[config.mk]
export PLATFORM = sky130hd
export DESIGN_NAME = mfrc_spi_target
export DESIGN_NICKNAME = d
export VERILOG_FILES = /design/src/rtl/mfrc_pkg.sv /design/src/rtl/spi_sync_edge.sv /design/src/rtl/mfrc_spi_target.sv
export SDC_FILE = /design/constraint.sdc
export NUM_CORES = 1
export LEC_CHECK = 0
export BUFFER_PORTS_ARGS = -buffer_cell sky130_fd_sc_hd__buf_2
export CORE_ASPECT_RATIO = 1.75
export CORE_UTILIZATION = 55
export CTS_CLUSTER_SIZE = 25
export DETAILED_ROUTE_END_ITERATION = 8
export PLACE_DENSITY = 0.69
export SETUP_SLACK_MARGIN = 0.15
export SYNTH_ARGS = -nofsm -noshare
export SYNTH_HDL_FRONTEND = slang
export SYNTH_SLANG_ARGS = --single-unit
[constraint.sdc]
create_clock -name clk_25mhz -period 23.6 [get_ports clk_25mhz]
set_clock_uncertainty 0.2 [all_clocks]
set_input_delay 4.72 -clock clk_25mhz [delete_from_list [all_inputs] [get_ports clk_25mhz]]
set_output_delay 4.72 -clock clk_25mhz [all_outputs]
set_load 0.01 [all_outputs]
[src/rtl/mfrc_pkg.sv]
// mfrc_pkg: shared state encodings, register map and reset values for the MFRC522-style SPI target
package mfrc_pkg;
  typedef enum logic [1:0] {IDLE, ADDR, RD_DATA, WR_DATA} state_t;
  localparam logic [5:0] REG_COMMAND   = 6'h01;
  localparam logic [5:0] REG_TXCONTROL = 6'h14;
  localparam logic [5:0] REG_VERSION   = 6'h37;
  localparam logic [7:0] RST_COMMAND   = 8'h20;
  localparam logic [7:0] RST_TXCONTROL = 8'h80;
  localparam int RD_FLAG_BIT = 7;
  function automatic logic [7:0] reset_value(input logic [5:0] a);
    return a == REG_COMMAND ? RST_COMMAND : a == REG_TXCONTROL ? RST_TXCONTROL : 8'h00;
  endfunction
endpackage

[src/rtl/spi_sync_edge.sv]
// spi_sync_edge: N-stage synchroniser with rise/fall pulses on the synchronised level
module spi_sync_edge #(
  parameter int STAGES = 2,
  parameter logic RST_VAL = 1'b0
) (
  input  logic clk_25mhz,
  input  logic rst,
  input  logic d,
  output logic q,
  output logic rise,
  output logic fall
);
  logic [STAGES-1:0] sync;
  logic prev;
  always_ff @(posedge clk_25mhz or posedge rst)
    if (rst) begin
      sync <= {STAGES{RST_VAL}};
      prev <= RST_VAL;
    end else begin
      sync <= {sync[STAGES-2:0], d};
      prev <= sync[STAGES-1];
    end
  assign q = sync[STAGES-1];
  assign rise = q & ~prev;
  assign fall = ~q & prev;
endmodule

[src/rtl/mfrc_spi_target.sv]
// mfrc_spi_target: SPI mode 0 target with MFRC522 register framing over a 64x8 register file
module mfrc_spi_target
  import mfrc_pkg::*;
#(
  parameter logic [7:0] VERSION_VALUE = 8'h92,
  parameter int SYNC_STAGES = 2
) (
  input  logic       clk_25mhz,
  input  logic       rst,
  input  logic       spi_sclk,
  input  logic       spi_cs_n,
  input  logic       spi_mosi,
  output logic       spi_miso,
  output logic       spi_miso_oe,
  output logic       wr_valid,
  output logic [5:0] wr_addr,
  output logic [7:0] wr_data,
  output logic       rd_valid,
  output logic [5:0] rd_addr,
  output logic       frame_active,
  output logic       frame_error
);
  state_t state, state_d;
  logic cs_q, cs_rise, cs_fall, sclk_q, sclk_rise, sclk_fall, mosi_q;
  logic active, byte_done, wr_en;
  logic [SYNC_STAGES-1:0] mosi_sync;
  logic [2:0] bit_cnt;
  logic [6:0] rx_shift;
  logic [7:0] tx_shift, rx_next, rd_val;
  logic [5:0] frame_addr, rx_addr;
  logic [7:0] regs [64];

  spi_sync_edge #(.STAGES(SYNC_STAGES), .RST_VAL(1'b0)) u_sclk (
    .clk_25mhz(clk_25mhz), .rst(rst), .d(spi_sclk), .q(sclk_q), .rise(sclk_rise), .fall(sclk_fall)
  );
  spi_sync_edge #(.STAGES(SYNC_STAGES), .RST_VAL(1'b1)) u_cs (
    .clk_25mhz(clk_25mhz), .rst(rst), .d(spi_cs_n), .q(cs_q), .rise(cs_rise), .fall(cs_fall)
  );

  always_ff @(posedge clk_25mhz or posedge rst)
    if (rst) mosi_sync <= '0;
    else mosi_sync <= {mosi_sync[SYNC_STAGES-2:0], spi_mosi};

  assign mosi_q = mosi_sync[SYNC_STAGES-1];
  assign active = ~cs_q && state != IDLE;
  assign rx_next = {rx_shift, mosi_q};
  assign rx_addr = rx_next[6:1];
  assign byte_done = active && sclk_rise && bit_cnt == 3'd7;
  assign wr_en = byte_done && state == WR_DATA && frame_addr != REG_VERSION;
  assign rd_val = rx_addr == REG_VERSION ? VERSION_VALUE : regs[rx_addr];
  assign frame_active = ~cs_q;
  assign spi_miso_oe = ~cs_q;
  assign spi_miso = ~cs_q & tx_shift[7];

  always_ff @(posedge clk_25mhz or posedge rst)
    if (rst) state <= IDLE;
    else state <= state_d;

  always_comb begin
    state_d = state;
    if (cs_rise) state_d = IDLE;
    else if (cs_fall) state_d = ADDR;
    else if (byte_done && state == ADDR) state_d = rx_next[RD_FLAG_BIT] ? RD_DATA : WR_DATA;
  end

  always_ff @(posedge clk_25mhz or posedge rst)
    if (rst) begin
      bit_cnt <= '0;
      rx_shift <= '0;
      tx_shift <= '0;
      frame_addr <= '0;
      wr_valid <= 1'b0;
      wr_addr <= '0;
      wr_data <= '0;
      rd_valid <= 1'b0;
      rd_addr <= '0;
      frame_error <= 1'b0;
    end else begin
      wr_valid <= wr_en;
      rd_valid <= 1'b0;
      frame_error <= cs_rise && bit_cnt != 3'd0;
      if (wr_en) begin
        wr_addr <= frame_addr;
        wr_data <= rx_next;
      end
      if (cs_rise || cs_fall) begin
        bit_cnt <= '0;
        rx_shift <= '0;
        tx_shift <= '0;
      end else if (active && sclk_rise) begin
        bit_cnt <= bit_cnt + 3'd1;
        rx_shift <= rx_next[6:0];
        if (bit_cnt == 3'd7) begin
          tx_shift <= 8'h00;
          if (state == ADDR) frame_addr <= rx_addr;
          // every completed byte with the read flag set is a burst lookup
          if (state != WR_DATA && rx_next[RD_FLAG_BIT]) begin
            rd_valid <= 1'b1;
            rd_addr <= rx_addr;
            tx_shift <= rd_val;
          end
        end
      end else if (active && sclk_fall && !sclk_q && bit_cnt != 3'd0)
        tx_shift <= {tx_shift[6:0], 1'b0};
    end

  always_ff @(posedge clk_25mhz or posedge rst)
    if (rst) for (int i = 0; i < 64; i++) regs[i] <= reset_value(6'(i));
    else if (wr_en) regs[frame_addr] <= rx_next;
endmodule

==> After elaboration in Yosys (flattened, before gate mapping) <==
Cells that the tools add are included.
{ "classes": {"n_addsub": 1, "n_lt_le_gt_ge": 3, "n_eq_ne": 7, "mux": 24, "n_bitwise": 12, "n_reduce_logical": 22} }
{ "op_table": {"columns": ["cell", "n"], "rows": [
  ["bitwise mux 512 bit", 1],
  ["2-to-1 mux 8 bit", 9],
  ["binary-select mux 8 bit (select 6 bit)", 1],
  ["demux 8 bit (select 6 bit)", 1],
  [">= comparator 7 bit (second input constant)", 2],
  ["2-to-1 mux 7 bit", 2],
  ["NOT 6 -> 7 bit", 2],
  ["logical AND 1 bit", 12],
  ["nonzero test 3 bit", 3],
  ["AND reduction 4 bit", 2],
  ["< comparator 7 x 1 -> 1 bit (second input constant)", 1],
  ["== test 6 bit (second input constant)", 1],
  ["2-to-1 mux 2 bit", 3],
  ["2-to-1 mux 3 bit", 2],
  ["!= test 6 bit (second input constant)", 1],
  ["bitwise AND 1 bit", 5],
  ["2-to-1 mux 1 bit", 5],
  ["NOT 1 bit", 5],
  ["nonzero test 2 bit", 2],
  ["adder 3 x 1 -> 3 bit (second input constant)", 1],
  ["== test 3 bit (second input constant)", 1],
  ["!= test 3 x 2 -> 1 bit (second input constant)", 1],
  ["== test 2 x 1 -> 1 bit (second input constant)", 1],
  ["== test 2 bit (second input constant)", 1],
  ["4 further kinds", 4]
]} }
{ "totals": {"ff_bits": 569, "output_inout_bits": 26} }

==> Depth between registers and ports, before layout <==
Gate-level depths: netlist (run 1).
{ "logic_depth": {"ltp_word": 9, "depth_mapped": 11, "ltp_nobuf": 8} }

==> Modules after synthesis <==
A second synthesis (run 1) with hierarchy kept.
{ "unflattened": {"cells_unflattened": 1847, "area_unflattened_um2": 26340.3} }
{ "modules_own_cells": {"columns": ["mod", "n_inst", "cells_each", "area_each_um2"], "rows": [
  ["mfrc_spi_target", 1, 1835, 26148.8],
  ["spi_sync_edge (u_cs)", 1, 6, 97.6],
  ["spi_sync_edge (u_sclk)", 1, 6, 93.8]
]} }

==> Worst setup path after synthesis (run 1) <==
No wires, ideal clock.
{ "synth_path": {"path_type": "register to output", "start": "register u_cs.sync[1]", "end": "output port spi_miso_oe", "t_arrival_ps": 857, "t_required_ps": 18680, "path_slack_ps": 17823, "stages_incl_launch_ff": 3, "path_buffers": 1, "cell_sequence": "dfstp_2 -> inv_1 -> buf_4"} }
{ "synth_between": {"elab_chain_len": 1} }
{ "synth_rtl": {"columns": ["item", "line", "text"], "rows": [
  ["start, declared", "spi_sync_edge.sv:13", "logic [STAGES-1:0] sync;"],
  ["start signal, assigned", "spi_sync_edge.sv:17", "sync <= {STAGES{RST_VAL}};"],
  ["start signal, assigned", "spi_sync_edge.sv:20", "sync <= {sync[STAGES-2:0], d};"],
  ["NOT 1 bit", null, null],
  ["end, declared", "mfrc_spi_target.sv:14", "output logic spi_miso_oe,"]
]} }
No other way between the ends.

==> metrics.yaml, run 1 <==
cts:
  numCtsBuffers: 52
  clkSinkCount: 569
  cts_root_buf: "clkbuf_16"
  ctsResizeCount: 0
  clk_pin_slew_ns: 0.06
  hold_buffers: 0
  worstSkewPairLatency_ns: 0.58
  cts_tree: "built"
  htreeDepth: 2
  cts_buffer_depth: 3
  postCtsSetupRepairBufs: 0
placed_design:
  dp_hpwl_microns: 40450
  portBuffers: 30
  gp_congestion: 0.8823
logic_synthesis:
  synth_area_sq_um: 26470
  synth_compound_area_frac: 0.02921
  ys.warnings.count: 0
  synth_seq_cells: 569
  synthAdderAreaFrac: 0.002364
  synth-edff-count: 0
  syn_inst: 1794
  synth_area_per_cell_sq_um: 14.75
  synth_seq_area_share: 0.5382
  ys.flop_type: "dfrtp_1"
  synthArstFlopShare: 1.000
  synth_xor_area_frac: 0.0003309
  yosys.area_share.simple: 0.06240
  syn_nets: 1804
  synthTopCellsByArea: "dfrtp_1 53%, mux2_2 22%, mux4_2 8.8%"
  yosysTopAreaCell: "dfrtp_1"
  synth_top_family_by_area: "multiplexers"
  synth.top_cell.area_share: 0.5332
  synth_mux_area_frac: 0.3393
  synth_cell_types: 61
sta:
  whs_ns: 0.1536
  slew_headroom: 0.1884
  max_freq_ghz: 0.1400
  rsz0062_at_grt: "no"
  finalSetupTns_ns: 0
  timing.final.crit_share: 0.3026
  setup_violations: 0
  slew_viol_final: 0
  hold_viol_final: 0
  min_period_ns: 7.142
  worst_pin_slew_ns: 1.217
detailed_routing:
  via_per_inst: 6.318
  vias: 15120
  drtIter0Drc: 1105
  wl_per_cell_microns: 26.68
  final_antenna_net_count: 0
  wirelength_microns: 63850
  wl_met1_microns: 25980
  dr_wl_met3_microns: 2605
  dr_wl_met2_microns: 32360
  drcViolationCount: 0
  dr.pass1.iters: 5
  dr.max_layer_used: "met4"
setup_path:
  reg2reg_from: "rx_shift[2]$_DFFE_PP0N_"
  crit_path_start_kind: "input port"
  worst-endpoint-arrival_ns: 7.37
  critPathMaxFanout: 132
  timing.setup.critical_path_class: "in -> async"
  rrSetupSlack_ns: 19.28
  r2r_end: "tx_shift[7]$_DFFE_PP0P_"
  ff2ff_path_depth: 8
  cp.required_ns: 23.83
  end_kind: "async pin"
hold_path:
  hold_path_end: "mosi_sync[1]$_DFF_PP0_"
  whs_path_depth: 0
  hold_start: "mosi_sync[0]$_DFF_PP0_"
  hp-class: "reg -> reg"
grt:
  grt_pass1_wl_microns: 99430
  grt_antenna_before_repair: 0
  gr-usage-all-layers: 0.2705
  grt_pass1_vias: 15760
  grt_max_degree: 133
  grt_overflow_total: 0
floorplan:
  core_sq_um: 47610
  die_w_microns: 167.8
  num_io_pins: 31
  dieArea_sq_um: 49040
  die_h_microns: 292.2
  rows: 106
  initial_utilization: 0.5559
layout:
  layout_commonest_cell: "dfrtp_1"
  multi_input_area_sq_um: 11480
  n_antenna_cell: 0
  seq_area_sq_um: 14260
  nFillCells: 3643
  drive_gt1_frac: 0.4675
  final_nets: 1768
  syn_to_final_growth_pct: 8.235
  most-common-layout-cells: "556 x dfrtp_1, 520 x mux2_2, 104 x mux4_2"
power:
  p_per_area_nw_per_um2: 66.11
  ir_drop_uv: 66.25
  p_sw_uw: 403.7
  internal_power_uw: 1490
  seqPwrFrac: 0.518
  p_clk_frac: 0.459
  power.leakage_uw: 0.01347
  comb_power_share: 0.023
  swShare: 0.2132
flow_run:
  maxCapViolations: 0
outcome:
  status: "complete, no violations"
cell usage after synthesis, drive strengths merged (3+ instances only):
master    n
o21ai    20
nor2     76
a21boi   10
a211oi    7
clkbuf   83
or2       3
nand3    24
dfstp     5
a22oi    26
inv      14
dfrtp   564
nand2b   12
mux2    537
and3      3
a31oi    11
mux2i    59
nand3b    5
or4       5
nand4     6
and2      7
nand2    70
o22ai     6
buf      62
a21oi    13
mux4    104
ha        5
or3b      4
nor2b    17
nor3      7
per-stage QoR:
step | std cells | instance area [sq um] | worst slack, ns | utilization | total power [uW]
after floorplan | 1794 | 26470 | 2.772 | - | 1033
after detailed placement | 2298 | 26890 | 15.71 | 0.5649 | 1045
after global placement | 2298 | 26890 | 15.79 | 0.5649 | 1044
after CTS | 2393 | 28650 | 16.31 | 0.6017 | 1912
after global routing | 2393 | 28650 | 15.97 | 0.6017 | 1954
final | 2393 | 28650 | 16.46 | 0.6017 | 1894
registers in the layout, indices dropped and copies added, names as in the netlist:
register,cells
u_sclk.sync,2
u_sclk.prev,1
regs,512
wr_valid,1
frame_addr,6
bit_cnt,3
mosi_sync,2
rd_addr,6
wr_addr,6
tx_shift,8
rd_valid,1
u_cs.prev,1
u_cs.sync,2
frame_error,1
rx_shift,7
state,2
wr_data,8
layout make-up:
type / count / share of cell area
Tap cell: 594 / 0.02594
Timing Repair Buffer: 55 / 0.01223
Sequential cell: 569 / 0.4979
Clock buffer: 78 / 0.05342
Clock inverter: 17 / 0.007774
Inverter: 14 / 0.002096
Multi-Input combinational cell: 1066 / 0.4006
routing by layer:
| layer | vias up | global-route usage |
|---|---|---|
| li1 | 6483 | - |
| met1 | 8126 | 0.3559 |
| met2 | 380 | 0.4504 |
| met3 | 131 | 0.03429 |
| met4 | 0 | 0.1197 |
| met5 | - | 0 |
critical path: stages:
cell and delay, ns:
buf_2 0.13, inv_8 0.61, buf_4 0.84, buf_4 0.91
how the worst max path moves through the flow:
stage               startpoint                       to  slack (ns)  depth (start not counted)
CTS                        rst  rx_shift[0]$_DFFE_PP0N_       16.31                          4
floorplan                  rst   bit_cnt[0]$_DFFE_PP0N_        2.77                          1
finish                     rst  rx_shift[0]$_DFFE_PP0N_       16.46                          4
global placement           rst  rx_shift[0]$_DFFE_PP0N_       15.79                          4
global route               rst  rx_shift[0]$_DFFE_PP0N_       15.97                          4
detailed placement         rst  rx_shift[0]$_DFFE_PP0N_       15.71                          4
kinds of logic (layout without fill, tap and decap cells):
kind of cell | after synthesis | count (layout)
AOI/OAI and AO/OA | 114 | 114
xor gates and xnor gates | 1 | 1
adders and majority gates | 5 | 5
buffers and inverters | 159 | 164
DFF | 569 | 569
muxes | 700 | 700
and+or+nand+nor | 246 | 246
power by group through the flow:
stage	Combinational [uW]	Sequential, uW	Clock [uW]
6_report	43.9	982	868
5_1_grt	50.1	981	923
4_1_cts	45.4	981	885
3_5_place_dp	45.1	1000	0
3_3_place_gp	44.0	999	0
2_1_floorplan	34.1	999	0
No activity file was read; power rests on OpenSTA's default activity.
==> run 2: changes to the inputs <==
--- a/config.mk
+++ b/config.mk
@@ -10,7 +10,7 @@
 export CORE_UTILIZATION = 55
 export CTS_CLUSTER_SIZE = 25
 export DETAILED_ROUTE_END_ITERATION = 8
-export PLACE_DENSITY = 0.69
+export PLACE_DENSITY = 0.72
 export SETUP_SLACK_MARGIN = 0.15
 export SYNTH_ARGS = -nofsm -noshare
 export SYNTH_HDL_FRONTEND = slang
==> constraint.sdc (replaced) <==
create_clock -name clk_25mhz -period 6.1 [get_ports clk_25mhz]
set_clock_uncertainty 0.2 [all_clocks]
set_input_delay 1.22 -clock clk_25mhz [delete_from_list [all_inputs] [get_ports clk_25mhz]]
set_output_delay 1.22 -clock clk_25mhz [all_outputs]
set_load 0.01 [all_outputs]
==> run 2 against run 1 <==
Count of clock-buffer cells in the layout rose by 2; worst hold slack lost 0.0063 ns; first-iteration DRC count is 3.0% lower; via count grew 0.67%; largest cell class unchanged; sequential cell count is the same; non-clock buffer count grew 5; final area is 0.19% lower; highest routed layer unchanged; die area did not move; wire length grew 0.76%; total power increased to 3.8 times the previous value.
==> metrics.yaml, run 2 (synthesis results as in run 1) <==
layout:
  multi_input_area_sq_um: 11480  # unchanged
  n_antenna_cell: 0  # unchanged
  seq_area_sq_um: 14260  # unchanged
  top_register: "regs"  # unchanged
  nFillCells: 3612  # was 3643
  top_regs: "regs: 512 flops, tx_shift: 8 flops, wr_data: 8 flops"  # unchanged
  final_nets: 1772  # was 1768
  syn_to_final_growth_pct: 8.027  # was 8.235%
  largest_register_ffs: 512  # unchanged
  stdcell_count: 2394  # was 2393
  layout_commonest_cell: "dfrtp_1"  # unchanged
  most-common-layout-cells: "556 x dfrtp_1, 520 x mux2_2, 104 x mux4_2"  # unchanged
  drive_gt1_frac: 0.4661  # was 0.4675
sta:
  rsz0062_at_grt: "no"  # unchanged
  min_period_ns: 3.672
  setup_violations: 0  # unchanged
  slew_headroom: 0.08972  # was 0.1884
  worst_pin_slew_ns: 1.363  # was 1.217 ns
  whs_ns: 0.1474  # was 0.1536 ns
  timing.final.crit_share: 0.6020
  max_freq_ghz: 0.2723
  slew_viol_final: 0  # unchanged
  setup_slack_ns: 2.428  # was 16.46 ns
  hold_viol_final: 0  # unchanged
power:
  p_per_area_nw_per_um2: 250.1  # was 66.11 nW/um^2
  ir_drop_uv: 192.2  # was 66.25 uV
  power.leakage_uw: 0.01343  # was 0.01347 uW
placed_design:
  dp_hpwl_microns: 42280  # was 40450 microns
  place_ws_ns: 2.455  # was 15.71 ns
  place_inst: 2303  # was 2298
  gp_congestion: 0.9929  # was 0.8823
  portBuffers: 30  # unchanged
hold_path:
  hp-class: "reg -> reg"  # unchanged
cts:
  cts_tree: "built"  # unchanged
  clkSinkCount: 569  # unchanged
  hold_buffers: 0  # unchanged
  cts_root_buf: "clkbuf_16"  # unchanged
  htreeDepth: 2  # unchanged
  clk_pin_slew_ns: 0.07  # was 0.06 ns
  ctsResizeCount: 0  # unchanged
  numCtsBuffers: 51  # was 52
  cts_buffer_depth: 3  # unchanged
  postCtsSetupRepairBufs: 0  # unchanged
  worstSkewPairLatency_ns: 0.59  # was 0.58 ns
outcome:
  status: "complete, no violations"  # unchanged
detailed_routing:
  drcViolationCount: 0  # unchanged
  final_antenna_net_count: 0  # unchanged
  drtIter0Drc: 1072  # was 1105
  wirelength_microns: 64330  # was 63850 microns
  dr.pass1.iters: 5  # unchanged
  wl_per_cell_microns: 26.87  # was 26.68 microns
  via_per_inst: 6.358  # was 6.318
  vias: 15220  # was 15120
grt:
  grt_antenna_before_repair: 0  # unchanged
  gr-usage-all-layers: 0.2747  # was 0.2705
  grt_pass1_wl_microns: 101200  # was 99430 microns
  grt_pass1_vias: 16150  # was 15760
  grt_max_degree: 184  # was 133
  grt_overflow_total: 0  # unchanged
floorplan:
  die_w_microns: 167.8  # unchanged
  dieArea_sq_um: 49040  # unchanged
  initial_utilization: 0.5559  # unchanged
  core_sq_um: 47610  # unchanged
  die_h_microns: 292.2  # unchanged
  num_io_pins: 31  # unchanged
  rows: 106  # unchanged
setup_path:
  crit_path_start_kind: "register"  # was input port
  critPathMaxFanout: 8  # was 132
  timing.setup.critical_path_class: "reg -> reg"  # was in -> async
  cp.required_ns: 6.35  # was 23.83 ns
  end_kind: "register"  # was async pin
  worst-endpoint-arrival_ns: 3.92  # was 7.37 ns
flow_run:
  maxCapViolations: 0  # unchanged
==> run 2: where the power goes <==
part,internal [uW],switching (uW),leakage (uW)
Sequential,3780,23.2,0.00790
Clock,1780,1400,0.000793
Combinational,40.9,124,0.00474
==> run 2: worst max-delay path: stages (launching register included) <==
cell	delay, ns
dfrtp_1	0.37
ha_1	0.16
ha_1	0.24
nand2_1	0.18
nor3_4	0.36
nand4b_1	0.50
buf_4	0.36
nor2b_1	0.74
mux2_2	0.42
==> run 2: final timing paths <==
| check | start | to | slack, ns | cells past startpoint |
|---|---|---|---|---|
| setup / recovery | bit_cnt[1]$_DFFE_PP0N_ | regs[469]$_DFFE_PP0P_ | 2.43 | 8 |
| hold / removal | mosi_sync[0]$_DFF_PP0_ | mosi_sync[1]$_DFF_PP0_ | 0.15 | 0 |
| setup reg to reg | bit_cnt[1]$_DFFE_PP0N_ | regs[469]$_DFFE_PP0P_ | 2.43 | 8 |
| hold reg to reg | mosi_sync[0]$_DFF_PP0_ | mosi_sync[1]$_DFF_PP0_ | 0.15 | 0 |
| max in group asynchronous | rst | regs[461]$_DFFE_PP0P_ | 3.66 | 3 |
| min in group asynchronous | rst | regs[367]$_DFFE_PP0P_ | 0.55 | 2 |
==> run 2: metal layers <==
layer,GRT usage,share of wire
met1,0.3454,0.39
met2,0.4655,0.51
met3,0.03022,0.041
met4,0.1490,0.059
met5,0,0
==> run 2: layout make-up <==
type / count / area share
clock buffers: 80 / 0.05264
well taps: 594 / 0.02599
inverters: 14 / 0.001969
clock inverters: 11 / 0.004245
multi-input cells: 1066 / 0.4014
flip-flops and latches: 569 / 0.4989
repair buffers: 60 / 0.01488
==> run 2: metrics by stage <==
stage	instance area [sq um]	setup TNS [ns]	util	total power (uW)
3_5_place_dp	26970	0	0.5664	4046
3_3_place_gp	26970	0	0.5664	4043
4_1_cts	28590	0	0.6005	7222
6_report	28590	0	0.6005	7150
2_1_floorplan	26470	-1733.41	-	3997
5_1_grt	28590	0	0.6005	7381
==> run 3: changes to the inputs <==
--- a/config.mk
+++ b/config.mk
@@ -5,6 +5,7 @@
 export SDC_FILE = /design/constraint.sdc
 export NUM_CORES = 1
 export LEC_CHECK = 0
+export ABC_AREA = 1
 export BUFFER_PORTS_ARGS = -buffer_cell sky130_fd_sc_hd__buf_2
 export CORE_ASPECT_RATIO = 1.75
 export CORE_UTILIZATION = 55
==> constraint.sdc (replaced) <==
create_clock -name clk_25mhz -period 3.3 [get_ports clk_25mhz]
set_clock_uncertainty 0.2 [all_clocks]
set_input_delay 0.66 -clock clk_25mhz [delete_from_list [all_inputs] [get_ports clk_25mhz]]
set_output_delay 0.66 -clock clk_25mhz [all_outputs]
set_load 0.01 [all_outputs]
==> run 3 against run 2 <==
Sequential cell count unchanged; sequential share of layout area increased by 1.2 points; critical path depth unchanged; wire length increased by 10%; non-clock buffer count increased by 41; die area decreased by 4.2%; final area decreased by 2.5%; setup slack got worse by 2.1 ns; maximum frequency increased by 23%; utilization increased by 1.6 points; sequential power increased by 85%; largest power group unchanged.
==> metrics.yaml, run 3 <==
sta:
  setup_violations: 0  # unchanged
  worst_pin_slew_ns: 0.9467  # was 1.363 ns
  rsz0062_at_grt: "yes"  # was no
  max_freq_ghz: 0.3340  # was 0.2723 GHz
  timing.final.crit_share: 0.9073  # was 0.6020
  min_period_ns: 2.994  # was 3.672 ns
  hold_viol_final: 0  # unchanged
  slew_headroom: 0.3689  # was 0.08972
  slew_viol_final: 0  # unchanged
setup_path:
  cp.required_ns: 3.58  # was 6.35 ns
  worst-endpoint-arrival_ns: 3.27  # was 3.92 ns
  r2r_end: "regs[213]$_DFFE_PP0P_"  # was regs[469]$_DFFE_PP0P_
  rrSetupSlack_ns: 0.31  # was 2.43 ns
  critPathMaxFanout: 23  # was 8
  reg2reg_from: "frame_addr[5]$_DFFE_PP0P_"  # was bit_cnt[1]$_DFFE_PP0N_
  timing.setup.critical_path_class: "reg -> reg"  # unchanged
  crit_path_start_kind: "register"  # unchanged
  crit_end: "regs[213]$_DFFE_PP0P_"  # was regs[469]$_DFFE_PP0P_
  startpoint: "frame_addr[5]$_DFFE_PP0P_"  # was bit_cnt[1]$_DFFE_PP0N_
  ff2ff_path_depth: 8  # unchanged
  end_kind: "register"  # unchanged
logic_synthesis:
  synth_commonest_cells: "1131 x nand2_1, 615 x o21ai_0, 564 x dfrtp_1"  # was 564 x dfrtp_1, 520 x mux2_2, 104 x mux4_2
  yosysTopAreaCell: "dfrtp_1"  # unchanged
  synth.top_cell.area_share: 0.5568  # was 0.5332
  ys.flop_type: "dfrtp_1"  # unchanged
  synth_cell_types: 30  # was 61
  ys.warnings.count: 0  # unchanged
  yosys.area_share.simple: 0.2343  # was 0.06240
  synth_compound_area_frac: 0.1530  # was 0.02921
  synth_seq_area_share: 0.5620  # was 0.5382
  synthAdderAreaFrac: 0.002468  # was 0.002364
  synthArstFlopShare: 1.000  # unchanged
  synth_mux_area_frac: 0.0003949  # was 0.3393
  synthTopCellsByArea: "dfrtp_1 56%, nand2_1 17%, o21ai_0 12%"  # was dfrtp_1 53%, mux2_2 22%, mux4_2 8.8%
  syn_inst: 3143  # was 1794
  synth_top_family_by_area: "simple AND/OR/NAND/NOR gates"  # was multiplexers
  synth_xor_area_frac: 0  # was 0.0003309
  synth-edff-count: 0  # unchanged
  yosysMostFrequentCell: "nand2_1"  # was dfrtp_1
  syn_nets: 3153  # was 1804
  synth_area_per_cell_sq_um: 8.064  # was 14.75 sq um
  synth_seq_cells: 569  # unchanged
  synth_area_sq_um: 25350  # was 26470 sq um
layout:
  top_regs: "regs: 512 flops, tx_shift: 8 flops, wr_data: 8 flops"  # unchanged
  layout_commonest_cell: "nand2_1"  # was dfrtp_1
  syn_to_final_growth_pct: 9.962  # was 8.027%
  most-common-layout-cells: "1124 x nand2_1, 615 x o21ai_0, 562 x dfrtp_1"  # was 556 x dfrtp_1, 520 x mux2_2, 104 x mux4_2
  largest_register_ffs: 512  # unchanged
  drive_gt1_frac: 0.06848  # was 0.4661
  fin_util: 0.6161  # was 0.6005
  top_register: "regs"  # unchanged
  final_nets: 3066  # was 1772
  n_antenna_cell: 0  # unchanged
detailed_routing:
  wl_per_cell_microns: 19.33  # was 26.87 microns
  drcViolationCount: 0  # unchanged
  drtIter0Drc: 2563  # was 1072
  wirelength_microns: 71010  # was 64330 microns
  vias: 21470  # was 15220
  via_per_inst: 5.844  # was 6.358
  dr.pass1.iters: 6  # was 5
  final_antenna_net_count: 0  # unchanged
floorplan:
  die_w_microns: 164.3  # was 167.8 microns
  dieArea_sq_um: 46980  # was 49040 sq um
  core_sq_um: 45230  # was 47610 sq um
  die_h_microns: 286.0  # was 292.2 microns
  initial_utilization: 0.5603  # was 0.5559
  rows: 103  # was 106
  num_io_pins: 31  # unchanged
power:
  total_power_uw: 13780  # was 7150 uW
  p_per_area_nw_per_um2: 494.6  # was 250.1 nW/um^2
  power.leakage_uw: 0.01247  # was 0.01343 uW
  ir_drop_uv: 492.6  # was 192.2 uV
cts:
  htreeDepth: 2  # unchanged
  cts_root_buf: "clkbuf_16"  # unchanged
  clk_pin_slew_ns: 0.07  # about the same
  cts_tree: "built"  # unchanged
  clkSinkCount: 569  # unchanged
  numCtsBuffers: 51  # unchanged
  worstSkewPairLatency_ns: 0.58  # was 0.59 ns
  postCtsSetupRepairBufs: 0  # unchanged
  cts_buffer_depth: 3  # unchanged
grt:
  gr-usage-all-layers: 0.3107  # was 0.2747
  grt_antenna_before_repair: 0  # unchanged
  grt_pass1_vias: 20900  # was 16150
  grt_overflow_total: 0  # unchanged
  grt_max_degree: 158  # was 184
  grt_pass1_wl_microns: 113500  # was 101200 microns
hold_path:
  hp-class: "reg -> reg"  # unchanged
  hold_start: "mosi_sync[0]$_DFF_PP0_"  # unchanged
placed_design:
  dp_hpwl_microns: 44070  # was 42280 microns
  gp_congestion: 0.8951  # was 0.9929
  portBuffers: 30  # unchanged
flow_run:
  maxCapViolations: 0  # unchanged
outcome:
  status: "complete, no violations"  # unchanged
==> run 3: worst min path at each step <==
stage                                        end  slack (ns)  depth (start not counted)
after floorplan           mosi_sync[1]$_DFF_PP0_        0.13                          0
after global placement    mosi_sync[1]$_DFF_PP0_        0.14                          0
after detailed placement  mosi_sync[1]$_DFF_PP0_        0.14                          0
after CTS                 mosi_sync[1]$_DFF_PP0_        0.15                          0
after global routing      u_cs.sync[1]$_DFF_PP1_        0.16                          0
final                     mosi_sync[1]$_DFF_PP0_        0.15                          0
==> run 3: routing by layer <==
layer / vias up / share of wire / track usage
li1: 10060 / - / -
met1: 10330 / 0.39 / 0.3888
met2: 871 / 0.49 / 0.5200
met3: 197 / 0.059 / 0.03364
met4: 0 / 0.059 / 0.1771
met5: - / 0 / 0
==> run 3: worst max-delay path: stages (launching register included) <==
cell and delay [ns]:
dfrtp_1 0.51, nand2_1 0.12, nor2_1 0.19, inv_1 0.21, o21ai_2 0.24, clkinvlp_4 0.55, nand2_1 0.65, nand2_1 0.11
o21ai_0 0.11
==> run 3: kinds of logic after synthesis <==
kind of cell,count (synthesis)
adder cells (fa/ha/maj),5
multiplexers,1
AND/OR/NAND/NOR,1499
buffers and inverters,311
AO/OA/AOI/OAI,758
flip-flops,569
==> run 3: stage by stage <==
stage	cell area (sq um)	TNS (ns)	hold slack (ns)	setup WS [ns]	std cells
after floorplan	25350	-3007.97	0.1312	-5.306	3143
after global placement	26010	0	0.1357	0.1332	3576
after detailed placement	26010	-0.02316	0.1371	-0.01968	3576
after CTS	27830	0	0.1520	0.3464	3673
after global routing	27870	0	0.1644	0.02870	3673
final	27870	0	0.1512	0.3061	3673
==> run 3: layout make-up <==
type	instances	area, sq um
clock inverters	12	188.9
flip-flops and latches	569	14250
well taps	577	721.9
clock buffers	81	1582
repair buffers	101	905.9
inverters	70	284.0
fillers	3836	17360
multi-input cells	2263	9938
==> run 3: where the power goes <==
| part | leakage [uW] | switching, uW | internal, uW | total, uW |
|---|---|---|---|---|
| Combinational | 0.00369 | 383 | 109 | 492 |
| Clock | 0.000875 | 2600 | 3670 | 6260 |
| Sequential | 0.00790 | 22.1 | 7000 | 7030 |
==> run 3: what timing repair did <==
item                                   in CTS  in global routing
hold buffers                                4                  0
gates resized for setup                     1                 12
endpoints found under the hold margin      17                  0
pin swaps                                   0                  0
cloned                                      0                  0
setup endpoints to repair                 110                131
